===== src/rtl/lcd_timing_gen.sv =====
// Panel timing generator for the 800x480 LCD: divides CLK by 2 into NCLK, runs the
// horizontal/vertical counters and drives HD/VD/DEN/GREST plus active-area COL/ROW.
module lcd_timing_gen #(
  parameter int unsigned H_ACT   = 800,
  parameter int unsigned H_FP    = 210,
  parameter int unsigned H_PULSE = 30,
  parameter int unsigned H_BP    = 16,
  parameter int unsigned V_ACT   = 480,
  parameter int unsigned V_FP    = 22,
  parameter int unsigned V_PULSE = 13,
  parameter int unsigned V_BP    = 10,
  parameter int unsigned HW      = 11,
  parameter int unsigned VW      = 10
) (
  input  logic          i_clk,
  input  logic          i_rst_n,
  output logic          o_nclk,
  output logic          o_grest,
  output logic          o_hd,
  output logic          o_vd,
  output logic          o_den,
  output logic [HW-1:0] o_col,
  output logic [VW-1:0] o_row,
  output logic          o_pix_tick,
  output logic          o_frame_start
);

  localparam int unsigned H_TOTAL = H_PULSE + H_BP + H_ACT + H_FP;
  localparam int unsigned V_TOTAL = V_PULSE + V_BP + V_ACT + V_FP;

  localparam logic [HW-1:0] L_H_LAST  = HW'(H_TOTAL - 1);
  localparam logic [HW-1:0] L_H_PULSE = HW'(H_PULSE);
  localparam logic [HW-1:0] L_H_START = HW'(H_PULSE + H_BP);
  localparam logic [HW-1:0] L_H_END   = HW'(H_PULSE + H_BP + H_ACT);
  localparam logic [VW-1:0] L_V_LAST  = VW'(V_TOTAL - 1);
  localparam logic [VW-1:0] L_V_PULSE = VW'(V_PULSE);
  localparam logic [VW-1:0] L_V_START = VW'(V_PULSE + V_BP);
  localparam logic [VW-1:0] L_V_END   = VW'(V_PULSE + V_BP + V_ACT);

  logic          r_phase;
  logic          r_grest;
  logic          r_hd;
  logic          r_vd;
  logic          r_den;
  logic [HW-1:0] r_col;
  logic [VW-1:0] r_row;
  logic          r_pix_tick;
  logic          r_frame_start;
  logic [HW-1:0] r_h_cnt;
  logic [VW-1:0] r_v_cnt;

  logic          w_tick;
  logic          w_h_wrap;
  logic          w_frame_wrap;
  logic [HW-1:0] w_h_nxt;
  logic [VW-1:0] w_v_nxt;
  logic          w_h_act;
  logic          w_v_act;
  logic          w_den_nxt;
  logic [HW-1:0] w_col_nxt;
  logic [VW-1:0] w_row_nxt;

  // Counters advance when phase falls 1->0, i.e. the cycle in which NCLK goes low.
  always_comb begin
    w_tick       = r_phase;
    w_h_wrap     = (r_h_cnt == L_H_LAST);
    w_frame_wrap = w_h_wrap && (r_v_cnt == L_V_LAST);
    w_h_nxt      = w_h_wrap ? '0 : r_h_cnt + HW'(1);
    w_v_nxt      = r_v_cnt;
    if (w_h_wrap) begin
      w_v_nxt = (r_v_cnt == L_V_LAST) ? '0 : r_v_cnt + VW'(1);
    end
    w_h_act   = (w_h_nxt >= L_H_START) && (w_h_nxt < L_H_END);
    w_v_act   = (w_v_nxt >= L_V_START) && (w_v_nxt < L_V_END);
    w_den_nxt = w_h_act && w_v_act;
    w_col_nxt = w_den_nxt ? (w_h_nxt - L_H_START) : '0;
    // ROW keeps the last active row through blanking inside the active lines.
    w_row_nxt = '0;
    if (w_v_act) begin
      w_row_nxt = w_den_nxt ? (w_v_nxt - L_V_START) : r_row;
    end
  end

  always_ff @(posedge i_clk) begin
    if (!i_rst_n) begin
      r_phase       <= 1'b0;
      r_grest       <= 1'b0;
      r_hd          <= 1'b1;
      r_vd          <= 1'b1;
      r_den         <= 1'b0;
      r_col         <= '0;
      r_row         <= '0;
      r_pix_tick    <= 1'b0;
      r_frame_start <= 1'b0;
      r_h_cnt       <= '0;
      r_v_cnt       <= '0;
    end else begin
      r_phase       <= ~r_phase;
      r_grest       <= 1'b1;
      r_pix_tick    <= w_tick;
      r_frame_start <= w_tick && w_frame_wrap;
      if (w_tick) begin
        r_h_cnt <= w_h_nxt;
        r_v_cnt <= w_v_nxt;
        r_hd    <= !(w_h_nxt < L_H_PULSE);
        r_vd    <= !(w_v_nxt < L_V_PULSE);
        r_den   <= w_den_nxt;
        r_col   <= w_col_nxt;
        r_row   <= w_row_nxt;
      end
    end
  end

  assign o_nclk        = r_phase;
  assign o_grest       = r_grest;
  assign o_hd          = r_hd;
  assign o_vd          = r_vd;
  assign o_den         = r_den;
  assign o_col         = r_col;
  assign o_row         = r_row;
  assign o_pix_tick    = r_pix_tick;
  assign o_frame_start = r_frame_start;

endmodule

===== config.mk =====
export PLATFORM = sky130hd
export DESIGN_NAME = lcd_timing_gen
export DESIGN_NICKNAME = d
export VERILOG_FILES = /design/src/rtl/lcd_timing_gen.sv
export SDC_FILE = /design/constraint.sdc
export NUM_CORES = 1
export LEC_CHECK = 0
export BUFFER_PORTS_ARGS = -buffer_cell sky130_fd_sc_hd__buf_2
export CAP_MARGIN = 20
export CORE_ASPECT_RATIO = 1.1
export CORE_MARGIN = 8
export CORE_UTILIZATION = 59
export DETAILED_ROUTE_END_ITERATION = 8
export PLACE_DENSITY_LB_ADDON = 0.05
export SKIP_CTS_REPAIR_TIMING = 1
export SLEW_MARGIN = 20
export SYNTH_ARGS = -nofsm -noshare
export SYNTH_HDL_FRONTEND = slang
export SYNTH_SLANG_ARGS = --single-unit

===== constraint.sdc =====
create_clock -name i_clk -period 4.1 [get_ports i_clk]
set_input_delay 0.205 -clock i_clk [delete_from_list [all_inputs] [get_ports i_clk]]
set_output_delay 0.205 -clock i_clk [all_outputs]
set_load 0.005 [all_outputs]

Word-level counts from Yosys, hierarchy flattened
Index checks and enable logic that the tools add are counted.
{"block": "totals", "reg_bits": 49, "input_bits": 2, "output_inout_bits": 28, "word_cells": 40}
{"block": "classes", "addsub": 4, "magnitude_cmp": 6, "eq_ne": 3, "n_mux": 7, "bitwise": 1, "reduce_logical": 8}
{"operator": "2-to-1 mux 10 bit", "n": 4}
{"operator": "2-to-1 mux 11 bit", "n": 2}
{"operator": "adder 11 x 1 -> 11 bit, second input constant", "n": 1}
{"operator": "equality test 11 bit, second input constant", "n": 1}
{"operator": ">= comparator 11 x 6 -> 1 bit, second input constant", "n": 1}
{"operator": "less-than comparator 11 x 10 -> 1 bit, second input constant", "n": 1}
{"operator": "less-than comparator 11 x 5 -> 1 bit, second input constant", "n": 1}
{"operator": "subtractor 11 x 6 -> 11 bit, second input constant", "n": 1}
{"operator": "adder 10 x 1 -> 10 bit, second input constant", "n": 1}
{"operator": "equality test 10 bit, second input constant", "n": 1}
{"operator": ">= comparator 10 x 5 -> 1 bit, second input constant", "n": 1}
{"operator": "less-than comparator 10 x 4 -> 1 bit, second input constant", "n": 1}
{"operator": "less-than comparator 10 x 9 -> 1 bit, second input constant", "n": 1}
{"operator": "subtractor 10 x 5 -> 10 bit, second input constant", "n": 1}
{"operator": "logical AND 1 bit", "n": 5}
{"operator": "logical NOT 1 bit", "n": 2}
{"operator": "inequality test 2 x 1 -> 1 bit, second input constant", "n": 1}
{"operator": "AND reduction 2 bit", "n": 1}
{"operator": "2-to-1 mux 1 bit", "n": 1}
{"operator": "NOT 1 bit", "n": 1}

Longest topological paths before layout
Gate-level depths: netlist (run 1).
{"block": "logic_depth", "ltp_word": 8, "depth_mapped": 15, "mapped_depth_nobuf": 13}

Least setup slack after synthesis (run 1)
Ideal clock, no wire load.
{"block": "synth_timing", "path_kind": "register -> register", "start": "register r_h_cnt[0]", "end": "register r_row[1], in the netlist o_row[1]", "setup_time_ns": 0.075, "arrival_time_ns": 3.128, "required_time_ns": 4.025, "setup_slack_ns": 0.897, "stages_incl_launch_ff": 15, "path_buffers": 3, "synth_period_minus_slack_ns": 3.203, "cell_sequence": "dfxtp_1 ha_1 and4_1 buf_2 nand3_1 clkbuf_1 and2_1 ha_1 inv_1 o2111ai_1 nor4b_1 or4b_1 nand4bb_4 buf_6 o22ai_1"}
{"block": "synth_between", "elab_chain_len": 7, "word_cells_on_any_way": 16, "classes_between": "add/sub: 2; order compare: 4; eq/ne: 2; mux: 4; reduce/logical: 4"}
{"item": "start: declaration", "line_no": "49", "rtl": "logic [HW-1:0] r_h_cnt;"}
{"item": "start signal: assignment", "line_no": "103", "rtl": "r_h_cnt <= w_h_nxt;"}
{"item": "adder 11 x 1 -> 11 bit / equality test 11 bit (equally long branches)", "line_no": "68, 66"}
{"item": "2-to-1 mux 11 bit *", "line_no": "68", "rtl": "w_h_nxt = w_h_wrap ? '0 : r_h_cnt + HW'(1);"}
{"item": "via w_h_nxt[1]", "line_no": "55", "rtl": "logic [HW-1:0] w_h_nxt;"}
{"item": ">= comparator 11 x 6 -> 1 bit / less-than comparator 11 x 10 -> 1 bit (equally long branches)", "line_no": "73", "rtl": "w_h_act = (w_h_nxt >= L_H_START) && (w_h_nxt < L_H_END);"}
{"item": "logical AND 1 bit *", "line_no": "73"}
{"item": "logical AND 1 bit *", "line_no": "75", "rtl": "w_den_nxt = w_h_act && w_v_act;"}
{"item": "inequality test 2 x 1 -> 1 bit (no source line) *"}
{"item": "AND reduction 2 bit (no source line) *"}
{"item": "end signal: assignment", "line_no": "109", "rtl": "r_row <= w_row_nxt;"}
{"item": "end: declaration", "line_no": "46", "rtl": "logic [VW-1:0] r_row;"}
Mark *: on every way through the listed nets, which the timed path passes. The rest lies on a longest branch. The select of a mux whose other input is x is not followed.
A chain may end at the register's enable or synchronous reset.

Worst setup path after layout (run 1)
{"block": "layout_timing", "start": "register r_h_cnt[0]", "end": "register r_col[0], in the netlist o_col[0]"}
{"block": "layout_between", "elab_chain_len": 6, "word_cells_on_any_way": 13, "classes_between": "add/sub: 2; order compare: 4; eq/ne: 1; mux: 3; reduce/logical: 3"}
{"item": "adder 11 x 1 -> 11 bit / equality test 11 bit (equally long branches)", "line_no": "68, 66"}
{"item": "2-to-1 mux 11 bit *", "line_no": "68"}
{"item": "via w_h_nxt[1]", "line_no": "55"}
{"item": ">= comparator 11 x 6 -> 1 bit / less-than comparator 11 x 10 -> 1 bit (equally long branches)", "line_no": "73"}
{"item": "logical AND 1 bit *", "line_no": "73"}
{"item": "logical AND 1 bit *", "line_no": "75"}
{"item": "2-to-1 mux 11 bit *", "line_no": "76", "rtl": "w_col_nxt = w_den_nxt ? (w_h_nxt - L_H_START) : '0;"}
{"item": "end signal: assignment", "line_no": "108", "rtl": "r_col <= w_col_nxt;"}
{"item": "end: declaration", "line_no": "45", "rtl": "logic [HW-1:0] r_col;"}
Mark *: on every way through the listed nets, which the timed path passes. The rest lies on a longest branch.

==> flow_summary.yaml, run 1 <==
outcome:
  status: "completed"
clock_tree:
  tritoncts: "yes"
  clk_path_buf_depth: 2
  cts-buffers-inserted: 5
  h-tree-depth: 2
  clock_latency_ps: 310
  ctsRootBufferMaster: "clkbuf_8"
  cts.sinks: 49
  clkSlewWorstSetupHoldPaths_ps: 100
power:
  ir_worst_vdd_mv: 0.168
  leakage_nw: 1.26
  p_per_area_mw_per_mm2: 275
  totalPowerFinal_w: 0.000861
drt:
  routedWlPerCell_um: 16.3
  drt_iter0_markers: 239
  vias: 2509
  route.detailed.drc: 0
  dr.pass1.iters: 4
  antenna_left: 0
  wl_um: 6760
  avgViaCountPerCell: 6.06
sta:
  fmax_ghz: 0.263
  tns_ps: 0
  slew_headroom_pct: 59.3
  slew_violations: 0
  period_needed_ps: 3800
  final_hold_viol_count: 0
  worst_slew_pin_slew_ps: 608
  finalSetupViolCount: 0
  rsz0062_at_grt: "no"
  period_share_pct: 92.6
  fin_worst_skew_ps: 9.52
grt:
  grtUsageMet1_pct: 28.4
  grt_usage_pct: 18.9
  met2_usage_pct: 26.2
  overflow: 0
  grt_pass1_wl_um: 10900
  grt_start_max_net_pins: 29
  met3_usage_pct: 3.72
  antenna_found_initial: 0
  grt_most_used_layer: "met1"
  grt_pass1_vias: 2202
synthesis:
  avgSynthCellArea_um2: 8.65
  synth_edf_count: 0
  syn_area_mm2: 0.00288
  synth_seq_cells: 49
  syn_inst: 333
  ys_types: 67
  syn_nets: 341
  yosysSeqAreaShare_pct: 34.1
  async_flop_share_pct: 0
  yosysWarnings: 0
  synth_top_flop_cell: "dfxtp_1"
worst_setup_path:
  critPathMaxStageDelay_ps: 700
  critPathKind: "flip-flop to flip-flop"
  reg2reg_from: "r_h_cnt[0]$_SDFFE_PN0P_"
  r2r_setup_slack_ps: 300
  critPathMostFrequentCell: "ha_1"
  rr_endpoint: "o_col[0]$_SDFFE_PN0P_"
  required_ps: 4330
  cp_data_arrival_time_ps: 4020
  cp_cell_sequence: "ha_1, and4_1, nand3_1, and2_1, ha_1, inv_1, o2111ai_1, nor4b_1, or4b_1, nand4bb_4, o31ai_1"
  critPathMaxFanout: 22
  cp_slowest_cell: "or4b_1"
  r2r.worst_path.cells: 11
  critPathLaunchType: "flip-flop"
  crit_path_end_kind: "flip-flop"
final_layout:
  final_util_pct: 66.8
  final_common_cell: "dfxtp_1"
  layoutNonFillerInstCount: 414
  syn_to_final_growth_pct: 8.74
  mostFrequentLayoutCells: "dfxtp_1 (49), nand2_1 (42), buf_2 (29)"
  drive_above_1_share_pct: 17.0
  fin_area_mm2: 0.00313
  antenna_cells: 0
  nets: 365
die:
  die_h_um: 89.3
  initial_core_util_pct: 61.5
  fp.dieW_um: 82.6
  pin_count: 30
  dieArea_mm2: 0.00737
  core_mm2: 0.00468
  row_count: 26
min_path:
  holdPathStages: 1
  hold_end: "o_grest$_DFF_P_"
  min_from: "i_rst_n"
  hp-class: "input port to flip-flop"
placement:
  place_congestion: 0.917
  dpl-instance-area_mm2: 0.00304
  hpwlAfterDp_um: 4920
  io_buffers: 29
  placed_cells: 406
flow_run:
  maxCapViolations: 0
how the worst max path moves through the flow:
| stage | end | cells past startpoint | startpoint |
|---|---|---|---|
| after floorplan | o_row[1]$_SDFFE_PN0P_ | 14 | r_h_cnt[0]$_SDFFE_PN0P_ |
| final | o_col[0]$_SDFFE_PN0P_ | 11 | r_h_cnt[0]$_SDFFE_PN0P_ |
| after global routing | o_col[0]$_SDFFE_PN0P_ | 11 | r_h_cnt[0]$_SDFFE_PN0P_ |
| after CTS | o_col[0]$_SDFFE_PN0P_ | 11 | r_h_cnt[0]$_SDFFE_PN0P_ |
| after detailed placement | o_col[0]$_SDFFE_PN0P_ | 11 | r_h_cnt[0]$_SDFFE_PN0P_ |
| after global placement | o_col[0]$_SDFFE_PN0P_ | 11 | r_h_cnt[0]$_SDFFE_PN0P_ |
worst max-delay path: cells and delay by family (launching register included):
family                   cells  cell delay (ps)
buffers and inverters        1              100
AO/OA/AOI/OAI                2              430
adder cells (fa/ha/maj)      2              510
flip-flops                   1              440
AND/OR/NAND/NOR              6             2220
cells by family (layout without fill, tap and decap cells):
family / Yosys count / in the layout / share of synthesized area (%)
multiplexers: 3 / 3 / 1.65
AND/OR/NAND/NOR: 126 / 126 / 25.5
flip-flops: 49 / 49 / 34.1
XOR/XNOR: 28 / 28 / 8.78
adder cells (fa/ha/maj): 6 / 6 / 2.61
buffers and inverters: 31 / 56 / 5.13
AO/OA/AOI/OAI: 90 / 90 / 22.3
sequential cells by signal (all words and copies together) (netlist names):
| register | flops |
|---|---|
| r_h_cnt | 11 |
| o_row | 10 |
| o_vd | 1 |
| o_frame_start | 1 |
| o_col | 11 |
| o_grest | 1 |
| o_hd | 1 |
| r_v_cnt | 10 |
| o_nclk | 1 |
| o_pix_tick | 1 |
| o_den | 1 |
synth_stat cells, types with 2 or more instances:
cell | n | share of area (%)
buf_2 | 7 | 1.2
ha_1 | 6 | 2.6
a22o_1 | 4 | 1.2
clkinv_1 | 2 | 0.26
nor2b_1 | 3 | 0.65
o21ai_0 | 21 | 3.7
a31oi_1 | 7 | 1.5
clkbuf_1 | 7 | 0.91
nand4_1 | 6 | 1.3
o21a_1 | 2 | 0.52
o31ai_1 | 4 | 1.0
and4_1 | 3 | 0.91
o211a_1 | 5 | 1.7
and3_1 | 2 | 0.43
nand2_1 | 42 | 5.5
or3_1 | 7 | 1.5
a21boi_0 | 3 | 0.78
o22ai_1 | 11 | 2.4
dfxtp_1 | 49 | 34
buf_6 | 3 | 1.2
xor2_1 | 9 | 2.7
a21oi_1 | 6 | 1.0
o2111ai_1 | 2 | 0.61
nor4_1 | 2 | 0.43
o21ai_1 | 10 | 1.7
and2_1 | 10 | 2.2
nor2_1 | 9 | 1.2
xnor2_1 | 18 | 5.5
nor3_1 | 6 | 1.0
nand3_1 | 19 | 3.3
nor4b_1 | 3 | 0.91
inv_1 | 10 | 1.3
report_power, final:
part	total (W)	internal, W	switching, W
clock	0.000292	0.000121	0.000171
combinational	0.0000760	0.0000291	0.0000469
sequential	0.000493	0.000484	0.00000861
total	0.000861	0.000635	0.000227
layout make-up:
type | instances | area [um^2]
clock inverter | 3 | 21.3
sequential | 49 | 981
inverter | 13 | 48.8
fill | 418 | 1550
multi-input combinational | 253 | 1750
tap | 56 | 70.1
timing repair buffer | 35 | 190
clock buffer | 5 | 68.8
metrics by stage:
stage          setup WS (ps)  hold WS [ps]
6_report                 303           281
5_1_grt                 48.7           308
4_1_cts                  344           296
3_5_place_dp             365           433
3_3_place_gp             462           428
2_1_floorplan            897           233
layer usage:
layer | part of all wire [%] | routed length (um)
met5 | 0 | 0
met4 | 0.43 | 29
met2 | 42 | 2850
met3 | 8.4 | 568
met1 | 49 | 3310
No activity file was read; power rests on OpenSTA's default activity.
==> run 2: changes to the inputs <==
clock period = 4.12 ns   (was 4.1 ns; I/O delays follow)
==> run 2 against run 1 <==
  * Flip-flop and latch count did not move
  * Critical path depth is the same
  * Critical path type unchanged
  * Global-route usage increased by 0.74 points
  * First-iteration DRC count shrank 27%
  * Via count is essentially flat
  * Hold slack worse by 17 ps
  * Wire length grew 1.0%
  * Worst setup slack improved by 34 ps
  * Final cell count stayed put
  * Count of clock-buffer cells in the layout unchanged
  * Sequential share of layout area fell by 0.075 points
  * Clock power up 4%
==> flow_summary.yaml, run 2 (synthesis results as in run 1) <==
sta:
  fmax_ghz: 0.264
  tns_ps: 0
  worst_slew_pin_slew_ps: 665
  rsz0062_at_grt: "no"
  slew_violations: 0
  period_share_pct: 91.8
  period_needed_ps: 3780
  slew_headroom_pct: 55.5
  finalSetupViolCount: 0
  fin_worst_skew_ps: 9.54
  fin_ws_ps: 338
  final_hold_viol_count: 0
worst_setup_path:
  critPathMaxStageDelay_ps: 690
  required_ps: 4350
  critPathMaxFanout: 22
  cp_data_arrival_time_ps: 4010
  cp_cell_sequence: "ha_1, and4_1, nand3_1, and2_1, ha_1, inv_1, o2111ai_1, nor4b_1, or4b_1, nand4bb_4, o31ai_1"
  critPathKind: "flip-flop to flip-flop"
  critPathLaunchType: "flip-flop"
  crit_path_end_kind: "flip-flop"
  crit_buf_inv: 1
  critPathMostFrequentCell: "ha_1"
  cp_slowest_cell: "or4b_1"
  path_delay_family: "simple AND/OR/NAND/NOR gates"
clock_tree:
  ctsRootBufferMaster: "clkbuf_8"
  clk_path_buf_depth: 2
  tritoncts: "yes"
  cts.sinks: 49
  clock_latency_ps: 310
  h-tree-depth: 2
  clkSlewWorstSetupHoldPaths_ps: 100
  cts-buffers-inserted: 5
final_layout:
  fillerInstances: 414
  layoutNonFillerInstCount: 414
  drive_above_1_share_pct: 17.0
  mostFrequentLayoutCells: "dfxtp_1 (49), nand2_1 (42), buf_2 (29)"
  syn_to_final_growth_pct: 9.00
  nets: 365
  fin_area_mm2: 0.00314
  antenna_cells: 0
  final_common_cell: "dfxtp_1"
  final_util_pct: 67.0
placement:
  io_buffers: 29
  place_congestion: 0.904
  hpwlAfterDp_um: 5000
  placed_cells: 406
  dpl-instance-area_mm2: 0.00304
  place_ws_ps: 397
drt:
  dr_wl_met2_um: 2900
  wl_um: 6830
  vias: 2507
  dr.pass1.iters: 4
  antenna_left: 0
  wl_met1_um: 3380
  drt_iter0_markers: 174
  route.detailed.drc: 0
  routed-wl-met3_um: 481
  routedWlPerCell_um: 16.5
  avgViaCountPerCell: 6.06
  dr.max_layer_used: "met4"
flow_run:
  maxCapViolations: 0
die:
  die_h_um: 89.3
  fp.dieW_um: 82.6
  core_mm2: 0.00468
  dieArea_mm2: 0.00737
  pin_count: 30
  row_count: 26
  initial_core_util_pct: 61.5
min_path:
  hp-class: "input port to flip-flop"
grt:
  antenna_found_initial: 0
  grt_start_max_net_pins: 29
  grt_usage_pct: 19.6
  overflow: 0
  grt_pass1_wl_um: 11300
  grt_pass1_vias: 2282
power:
  ir_worst_vdd_mv: 0.192
  p_per_area_mw_per_mm2: 278
  leakage_nw: 1.27
outcome:
  status: "completed"
==> run 2: cell types whose count changed in the layout (fill, tap and decap cells not counted) <==
cell	previous run	this run
inv_8	0	1
clkinv_2	1	0
clkinvlp_4	1	0
clkinv_4	0	1
==> run 2: final timing paths <==
path	from	to	slack (ps)	depth (start not counted)
worst min register to register	o_col[2]$_SDFFE_PN0P_	o_col[2]$_SDFFE_PN0P_	450	2
worst min-delay path	i_rst_n	o_grest$_DFF_P_	260	1
worst max-delay path	r_h_cnt[0]$_SDFFE_PN0P_	o_col[0]$_SDFFE_PN0P_	340	11
worst max register to register	r_h_cnt[0]$_SDFFE_PN0P_	o_col[0]$_SDFFE_PN0P_	340	11
==> run 2: through the flow <==
stage	hold slack, ps	total power (W)
2_1_floorplan	234	0.000553
3_3_place_gp	428	0.000576
3_5_place_dp	440	0.000576
4_1_cts	276	0.000882
5_1_grt	280	0.000912
6_report	264	0.000871
==> run 2: worst reg2reg max path, delay by kind of cell, from the launching register on <==
| family | cells | cell delay (ps) |
|---|---|---|
| AO/OA/AOI/OAI | 2 | 450 |
| adder cells (fa/ha/maj) | 2 | 520 |
| AND/OR/NAND/NOR | 6 | 2200 |
| flip-flops | 1 | 440 |
| buffers and inverters | 1 | 90 |
==> run 2: report_power, final <==
part	switching, W	internal, W
sequential	0.00000857	0.000482
clock	0.000177	0.000127
combinational	0.0000469	0.0000290
total	0.000233	0.000638
==> run 2: per-layer routing <==
layer / vias up / global-route usage [%]
li1: 1264 / -
met1: 1156 / 28.4
met4: 0 / 6.75
met3: 4 / 3.52
met5: - / 0
met2: 83 / 28.1
==> run 2: layout make-up <==
cell class | instances | area [um^2] | share of cell area, %
inverter | 13 | 48.8 | 1.56
tap | 56 | 70.1 | 2.23
clock inverter | 3 | 28.8 | 0.917
timing repair buffer | 35 | 190 | 6.06
sequential | 49 | 981 | 31.3
multi-input combinational | 253 | 1750 | 55.8
clock buffer | 5 | 68.8 | 2.19
